## src/rtl/spike_rate_decoder.sv

```systemverilog
// spike_rate_decoder: samples a single-bit spike line, detects rising edges, counts spikes per
// fixed window and measures the inter-spike interval. Window results leave through a
// valid/ready handshake; ISI results are a one-cycle pulse.
// Optional feature macro: SPIKE_DEC_SYNC_EN adds a two-flop input synchronizer for
// asynchronous spike sources (2 extra cycles of edge latency).
module spike_rate_decoder #(
  parameter int unsigned WINDOW_CYCLES = 1000,
  parameter int unsigned CNT_W         = 8,
  parameter int unsigned ISI_W         = 16
) (
  input  logic             clk,
  input  logic             rst_n,
  input  logic             ena,
  input  logic             spike_in,
  output logic [CNT_W-1:0] rate_out,
  output logic             rate_valid,
  input  logic             rate_ready,
  output logic [ISI_W-1:0] isi_out,
  output logic             isi_valid,
  output logic             overrun
);

  localparam int unsigned    WinW    = $clog2(WINDOW_CYCLES);
  localparam logic [WinW-1:0] WinLast = WinW'(WINDOW_CYCLES - 1);
  localparam logic [CNT_W-1:0] CntMax = '1;
  localparam logic [ISI_W-1:0] IsiMax = '1;

  typedef enum logic {StIdle, StRun} state_e;

  state_e           state_q, state_d;
  logic [WinW-1:0]  win_q, win_d;
  logic [CNT_W-1:0] cnt_q, cnt_d, cnt_inc;
  logic [ISI_W-1:0] isi_cnt_q, isi_cnt_d;
  logic             seen_q, seen_d;
  logic [CNT_W-1:0] rate_out_q, rate_out_d;
  logic             rate_valid_q, rate_valid_d;
  logic [ISI_W-1:0] isi_out_q, isi_out_d;
  logic             isi_valid_q, isi_valid_d;
  logic             overrun_q, overrun_d;
  logic             prev_q;
  logic             spike_s;
  logic             rise;

`ifdef SPIKE_DEC_SYNC_EN
  logic sync1_q, sync2_q;

  // Two-flop synchronizer for spike sources not synchronous to clk.
  always_ff @(posedge clk or negedge rst_n) begin
    if (!rst_n) begin
      sync1_q <= 1'b0;
      sync2_q <= 1'b0;
    end else begin
      sync1_q <= spike_in;
      sync2_q <= sync1_q;
    end
  end

  assign spike_s = sync2_q;
`else
  assign spike_s = spike_in;
`endif

  // A level held high for many cycles produces a single rise.
  assign rise = spike_s & ~prev_q;

  // Saturating spike count including the current cycle's rise.
  assign cnt_inc = (rise && (cnt_q != CntMax)) ? cnt_q + 1'b1 : cnt_q;

  // Next-state for FSM, window/ISI counters and result registers.
  always_comb begin
    state_d      = state_q;
    win_d        = win_q;
    cnt_d        = cnt_q;
    isi_cnt_d    = isi_cnt_q;
    seen_d       = seen_q;
    rate_out_d   = rate_out_q;
    rate_valid_d = rate_valid_q & ~rate_ready;
    isi_out_d    = isi_out_q;
    isi_valid_d  = 1'b0;
    overrun_d    = overrun_q;

    if (!ena) begin
      // Partial window is discarded; a pending result stays until accepted.
      state_d   = StIdle;
      win_d     = '0;
      cnt_d     = '0;
      isi_cnt_d = '0;
      seen_d    = 1'b0;
      overrun_d = 1'b0;
    end else if (state_q == StIdle) begin
      state_d = StRun;
    end else begin
      if (win_q == WinLast) begin
        win_d        = '0;
        cnt_d        = '0;
        rate_out_d   = cnt_inc;
        rate_valid_d = 1'b1;
        if (rate_valid_q && !rate_ready) begin
          overrun_d = 1'b1;
        end
      end else begin
        win_d = win_q + 1'b1;
        cnt_d = cnt_inc;
      end

      if (rise) begin
        seen_d    = 1'b1;
        isi_cnt_d = ISI_W'(1);
        // The first rise after entering RUN only arms the interval measurement.
        if (seen_q) begin
          isi_out_d   = isi_cnt_q;
          isi_valid_d = 1'b1;
        end
      end else if (isi_cnt_q != IsiMax) begin
        isi_cnt_d = isi_cnt_q + 1'b1;
      end
    end
  end

  // State and result registers.
  always_ff @(posedge clk or negedge rst_n) begin
    if (!rst_n) begin
      state_q      <= StIdle;
      win_q        <= '0;
      cnt_q        <= '0;
      isi_cnt_q    <= '0;
      seen_q       <= 1'b0;
      rate_out_q   <= '0;
      rate_valid_q <= 1'b0;
      isi_out_q    <= '0;
      isi_valid_q  <= 1'b0;
      overrun_q    <= 1'b0;
      prev_q       <= 1'b0;
    end else begin
      state_q      <= state_d;
      win_q        <= win_d;
      cnt_q        <= cnt_d;
      isi_cnt_q    <= isi_cnt_d;
      seen_q       <= seen_d;
      rate_out_q   <= rate_out_d;
      rate_valid_q <= rate_valid_d;
      isi_out_q    <= isi_out_d;
      isi_valid_q  <= isi_valid_d;
      overrun_q    <= overrun_d;
      prev_q       <= spike_s;
    end
  end

  assign rate_out   = rate_out_q;
  assign rate_valid = rate_valid_q;
  assign isi_out    = isi_out_q;
  assign isi_valid  = isi_valid_q;
  assign overrun    = overrun_q;

endmodule

```

## config.mk

```make
export PLATFORM = sky130hd
export DESIGN_NAME = spike_rate_decoder
export DESIGN_NICKNAME = d
export VERILOG_FILES = /design/src/rtl/spike_rate_decoder.sv
export SDC_FILE = /design/constraint.sdc
export NUM_CORES = 1
export LEC_CHECK = 0
export CORE_ASPECT_RATIO = 0.7
export CORE_MARGIN = 3
export CORE_UTILIZATION = 35
export DETAILED_ROUTE_END_ITERATION = 7
export PLACE_DENSITY = 0.65
export SYNTH_ARGS = -nofsm -noshare
export SYNTH_HDL_FRONTEND = slang
export SYNTH_SLANG_ARGS = --single-unit
```

## constraint.sdc

```tcl
create_clock -name clk -period 1.8 [get_ports clk]
set_input_delay 0.18 -clock clk [delete_from_list [all_inputs] [get_ports clk]]
set_output_delay 0.18 -clock clk [all_outputs]
set_load 0.02 [all_outputs]
```

==> summary.txt <==
Timing
  • Transition time of the tightest slew-check pin: 0.408 ns
  • Worst Slack Setup Final: -0.000117 ns
  • Number of max-slew violations in the final report: 0
  • Final setup viols: 1
  • Relative slew slack: just over 70%
  • RSZ-0062 raised after global routing: yes
  • Maximum operating frequency: 556 MHz
  • Clock skew after layout: 0.00681 ns
  • Part of the cycle the worst path needs: 100%
  • Final worst path period need: about 1.8 ns
  • Final Hold Vio Count: 0
  • Final-layout setup total negative slack: -0.000117 ns

Placed design
  • Detail Placement HPWL: 5.02 mm
  • Buffers on Ports: 31
  • Placed Cells: slightly above 500
  • Worst setup slack before clock tree synthesis: -0.125 ns
  • Instance area after placement: approximately 0.0038 mm2
  • Final weighted congestion in routability-driven placement: 0.816

Global routing
  • Total routing usage reported by global routing: 15.8%
  • Number of antenna violations at the first check in global routing: 0
  • Number of global-route vias before repair: around 2500
  • Remaining global-route overflow: 0
  • Pin count of the biggest net entering global routing: 65
  • Wire length of the first global-routing pass: 12.5 mm

Finish
  • Syn-to-layout area delta: 36.3%
  • Area of all placed cells without fillers: 0.00414 mm2
  • Number of diodes: 0
  • Most frequent cells in the layout: sky130_fd_sc_hd__nand2_1 (91), sky130_fd_sc_hd__dfrtp_1 (64), sky130_fd_sc_hd__buf_4 (47)
  • Fill cell count: 768
  • Nets: 419
  • Commonest non-fill, non-tap cell in the layout: sky130_fd_sc_hd__nand2_1
  • Non-filler instance count after layout: 531
  • Share of cells above drive strength 1: 20.2%

Setup path
  • Start-to-end type of the worst setup path: reg2reg
  • Startpoint Class: flop
  • CP required: approximately 2 ns
  • CP Max Fanout: 7
  • Capturing element type of the critical path: flop
  • Critical Path AT: between 2 and 2.5 ns

Logic synthesis
  • Yosys warning count: 0
  • Syn Area/Cell: 9.27 um2
  • Instance count of the mapped netlist: 328
  • Cell Area, Synth: between 0.003 and 0.004 mm2
  • Fraction of the yosys area taken by sequential cells: 52.7%
  • Count of distinct cell types in the synthesized netlist: 48
  • Commonest register cell after synthesis: sky130_fd_sc_hd__dfrtp_1
  • Fraction of registers with async set/reset: between 90% and 100%
  • Number of nets in the synthesized netlist: roughly 340
  • Synth area leader: sky130_fd_sc_hd__dfrtp_1
  • EDFF count, synth: 0
  • FF+latch count, synth: 64
  • Area contributors post-synth: sky130_fd_sc_hd__dfrtp_1 (53%), sky130_fd_sc_hd__nand2_1 (11%), sky130_fd_sc_hd__o21ai_0 (3.8%)
  • Area fraction of the dominant cell type after synthesis: between 50 and 60%

Floorplanning
  • Initial Utilization: 37.3%
  • Die Y: 84.0 um
  • Core Region: 0.00814 mm2
  • Horizontal extent of the die: between 100 and 150 um
  • Top-level I/O count: 32
  • Area of the die: 0.00986 mm2
  • Number of placement rows: 27

CTS
  • TritonCTS buffer count: 9
  • Clock root buffer: sky130_fd_sc_hd__clkbuf_16
  • TritonCTS clock tree: yes
  • Number of H-tree levels: 3
  • Worst-path clk slew: about 0.050 ns
  • Number of sinks driven by the clock tree: 64
  • Clock insertion delay at the later pin of the skew report: 0.33 ns
  • Worst-case clock buffer depth: 2

Power and ir drop
  • Worst ir drop on vdd: roughly 430 uV
  • Design Power: 3.22 mW
  • Pwr/cell area: a little under 800 mW/mm2
  • Total leakage power: 1.89 nW

Outcome
  • Outcome: finished with violations
  • Failing checks: negative setup slack

Drt
  • Iteration count of the initial detailed-routing pass: 5
  • Drt wl/cell: 13.6 um
  • DRC violations left: 0
  • Number of vias in the routed layout: around 2600
  • Per-cell via count in the routed design: 4.91
  • Antenna Nets Post-Route: 0
  • Routed wire length: approximately 7.2 mm
  • Iter 0 DRT Violations: 205

Hold path
  • Tightest Hold Check Type: in2async

Run
  • MaxCap Viol Count: 0
==> sequential cells by signal (all words and copies together), names as in the netlist <==
| register | cells |
|---|---|
| rate_valid | 1 |
| win_q | 10 |
| isi_cnt_q | 16 |
| state_q | 1 |
| prev_q | 1 |
| rate_out | 8 |
| cnt_q | 8 |
| isi_out | 16 |
| seen_q | 1 |
| overrun | 1 |
| isi_valid | 1 |
==> layer usage <==
| metal | vias to the layer above | part of all wire [%] | global-route usage, % |
|---|---|---|---|
| met5 | - | 0 | 0 |
| li1 | 1309 | - | - |
| met4 | 0 | 1.4 | 6.50 |
| met3 | 9 | 4.8 | 4.34 |
| met2 | 54 | 40 | 21.6 |
| met1 | 1234 | 53 | 23.4 |
==> worst paths after layout <==
path,from,depth (start not counted),endpoint,slack [ns]
worst min-delay path,rst_n,3,isi_out[15]$_DFFE_PN0P_,0.39
worst min register to register,isi_out[11]$_DFFE_PN0P_,2,isi_out[11]$_DFFE_PN0P_,0.47
worst max register to register,isi_cnt_q[0]$_DFFE_PN0P_,6,isi_cnt_q[7]$_DFFE_PN0P_,-0.0001
worst max-delay path,isi_cnt_q[0]$_DFFE_PN0P_,6,isi_cnt_q[7]$_DFFE_PN0P_,-0.0001
min in group clk,spike_in,1,prev_q$_DFF_PN0_,0.39
max in group asynchronous,rst_n,3,isi_cnt_q[8]$_DFFE_PN0P_,1.12
==> layout make-up <==
| class | instances | area [um2] | share of cell area, % |
|---|---|---|---|
| Clock inverter | 4 | 22.5 | 0.544 |
| Tap cell | 116 | 145 | 3.50 |
| Inverter | 3 | 11.3 | 0.272 |
| Clock buffer | 11 | 233 | 5.62 |
| Timing Repair Buffer | 81 | 708 | 17.1 |
| Sequential cell | 64 | 1600 | 38.7 |
| Multi-Input combinational cell | 252 | 1420 | 34.3 |
==> power breakdown <==
group / switching [mW] / internal, mW
clock network: 0.608 / 0.915
registers: 0.0150 / 1.46
logic: 0.124 / 0.0965
==> metrics by stage <==
stage | util, % | hold WS [ns]
floorplan | - | -0.116
global placement | 46.8 | 0.220
detailed placement | 46.8 | 0.229
CTS | 50.6 | 0.375
global route | 50.9 | 0.391
finish | 50.9 | 0.386
==> synthesized netlist by cell type, types with 2 or more instances <==
| master | number |
|---|---|
| sky130_fd_sc_hd__xor2_1 | 6 |
| sky130_fd_sc_hd__and3_1 | 6 |
| sky130_fd_sc_hd__dfrtp_1 | 64 |
| sky130_fd_sc_hd__a21oi_1 | 13 |
| sky130_fd_sc_hd__nand2b_1 | 5 |
| sky130_fd_sc_hd__buf_2 | 2 |
| sky130_fd_sc_hd__nor3_1 | 6 |
| sky130_fd_sc_hd__and4_1 | 3 |
| sky130_fd_sc_hd__and2_2 | 2 |
| sky130_fd_sc_hd__a211oi_1 | 3 |
| sky130_fd_sc_hd__o31ai_1 | 4 |
| sky130_fd_sc_hd__a21o_1 | 2 |
| sky130_fd_sc_hd__nand4_1 | 7 |
| sky130_fd_sc_hd__buf_6 | 2 |
| sky130_fd_sc_hd__xnor2_1 | 8 |
| sky130_fd_sc_hd__nor4_1 | 4 |
| sky130_fd_sc_hd__nand3_1 | 8 |
| sky130_fd_sc_hd__a31oi_1 | 3 |
| sky130_fd_sc_hd__nor2b_1 | 2 |
| sky130_fd_sc_hd__o21ai_0 | 23 |
| sky130_fd_sc_hd__nand2_1 | 91 |
| sky130_fd_sc_hd__a22o_1 | 2 |
| sky130_fd_sc_hd__nand3b_1 | 4 |
| sky130_fd_sc_hd__o211ai_1 | 3 |
| sky130_fd_sc_hd__and4_4 | 2 |
| sky130_fd_sc_hd__ha_1 | 3 |
| sky130_fd_sc_hd__inv_1 | 2 |
| sky130_fd_sc_hd__nor2_1 | 24 |
| sky130_fd_sc_hd__clkbuf_1 | 5 |
==> worst max-delay path, stage by stage (launching register included) <==
cell and delay [ns]:
sky130_fd_sc_hd__dfrtp_1 0.39, sky130_fd_sc_hd__ha_2 0.20, sky130_fd_sc_hd__and4_4 0.17, sky130_fd_sc_hd__and4_4 0.20, sky130_fd_sc_hd__a21o_4 0.23, sky130_fd_sc_hd__or4_4 0.41, sky130_fd_sc_hd__a21oi_2 0.13
==> kinds of logic after synthesis <==
group                    after synthesis  synth area share, %
multiplexers                           2                0.700
buffers and inverters                 12                 2.06
flip-flops                            64                 52.7
AO/OA/AOI/OAI                         61                 12.6
XOR/XNOR                              14                 4.03
AND/OR/NAND/NOR                      172                 26.6
adder cells (fa/ha/maj)                3                 1.24
==> timing repair <==
action	CTS	global route
gates resized for setup	5	7
setup buffers	3	0
hold endpoints to repair	64	0
gates cloned	0	0
pin swaps	3	1
endpoints found under the setup margin	5	8
hold buffers	1	0
Power figures use the tool's default switching activity.
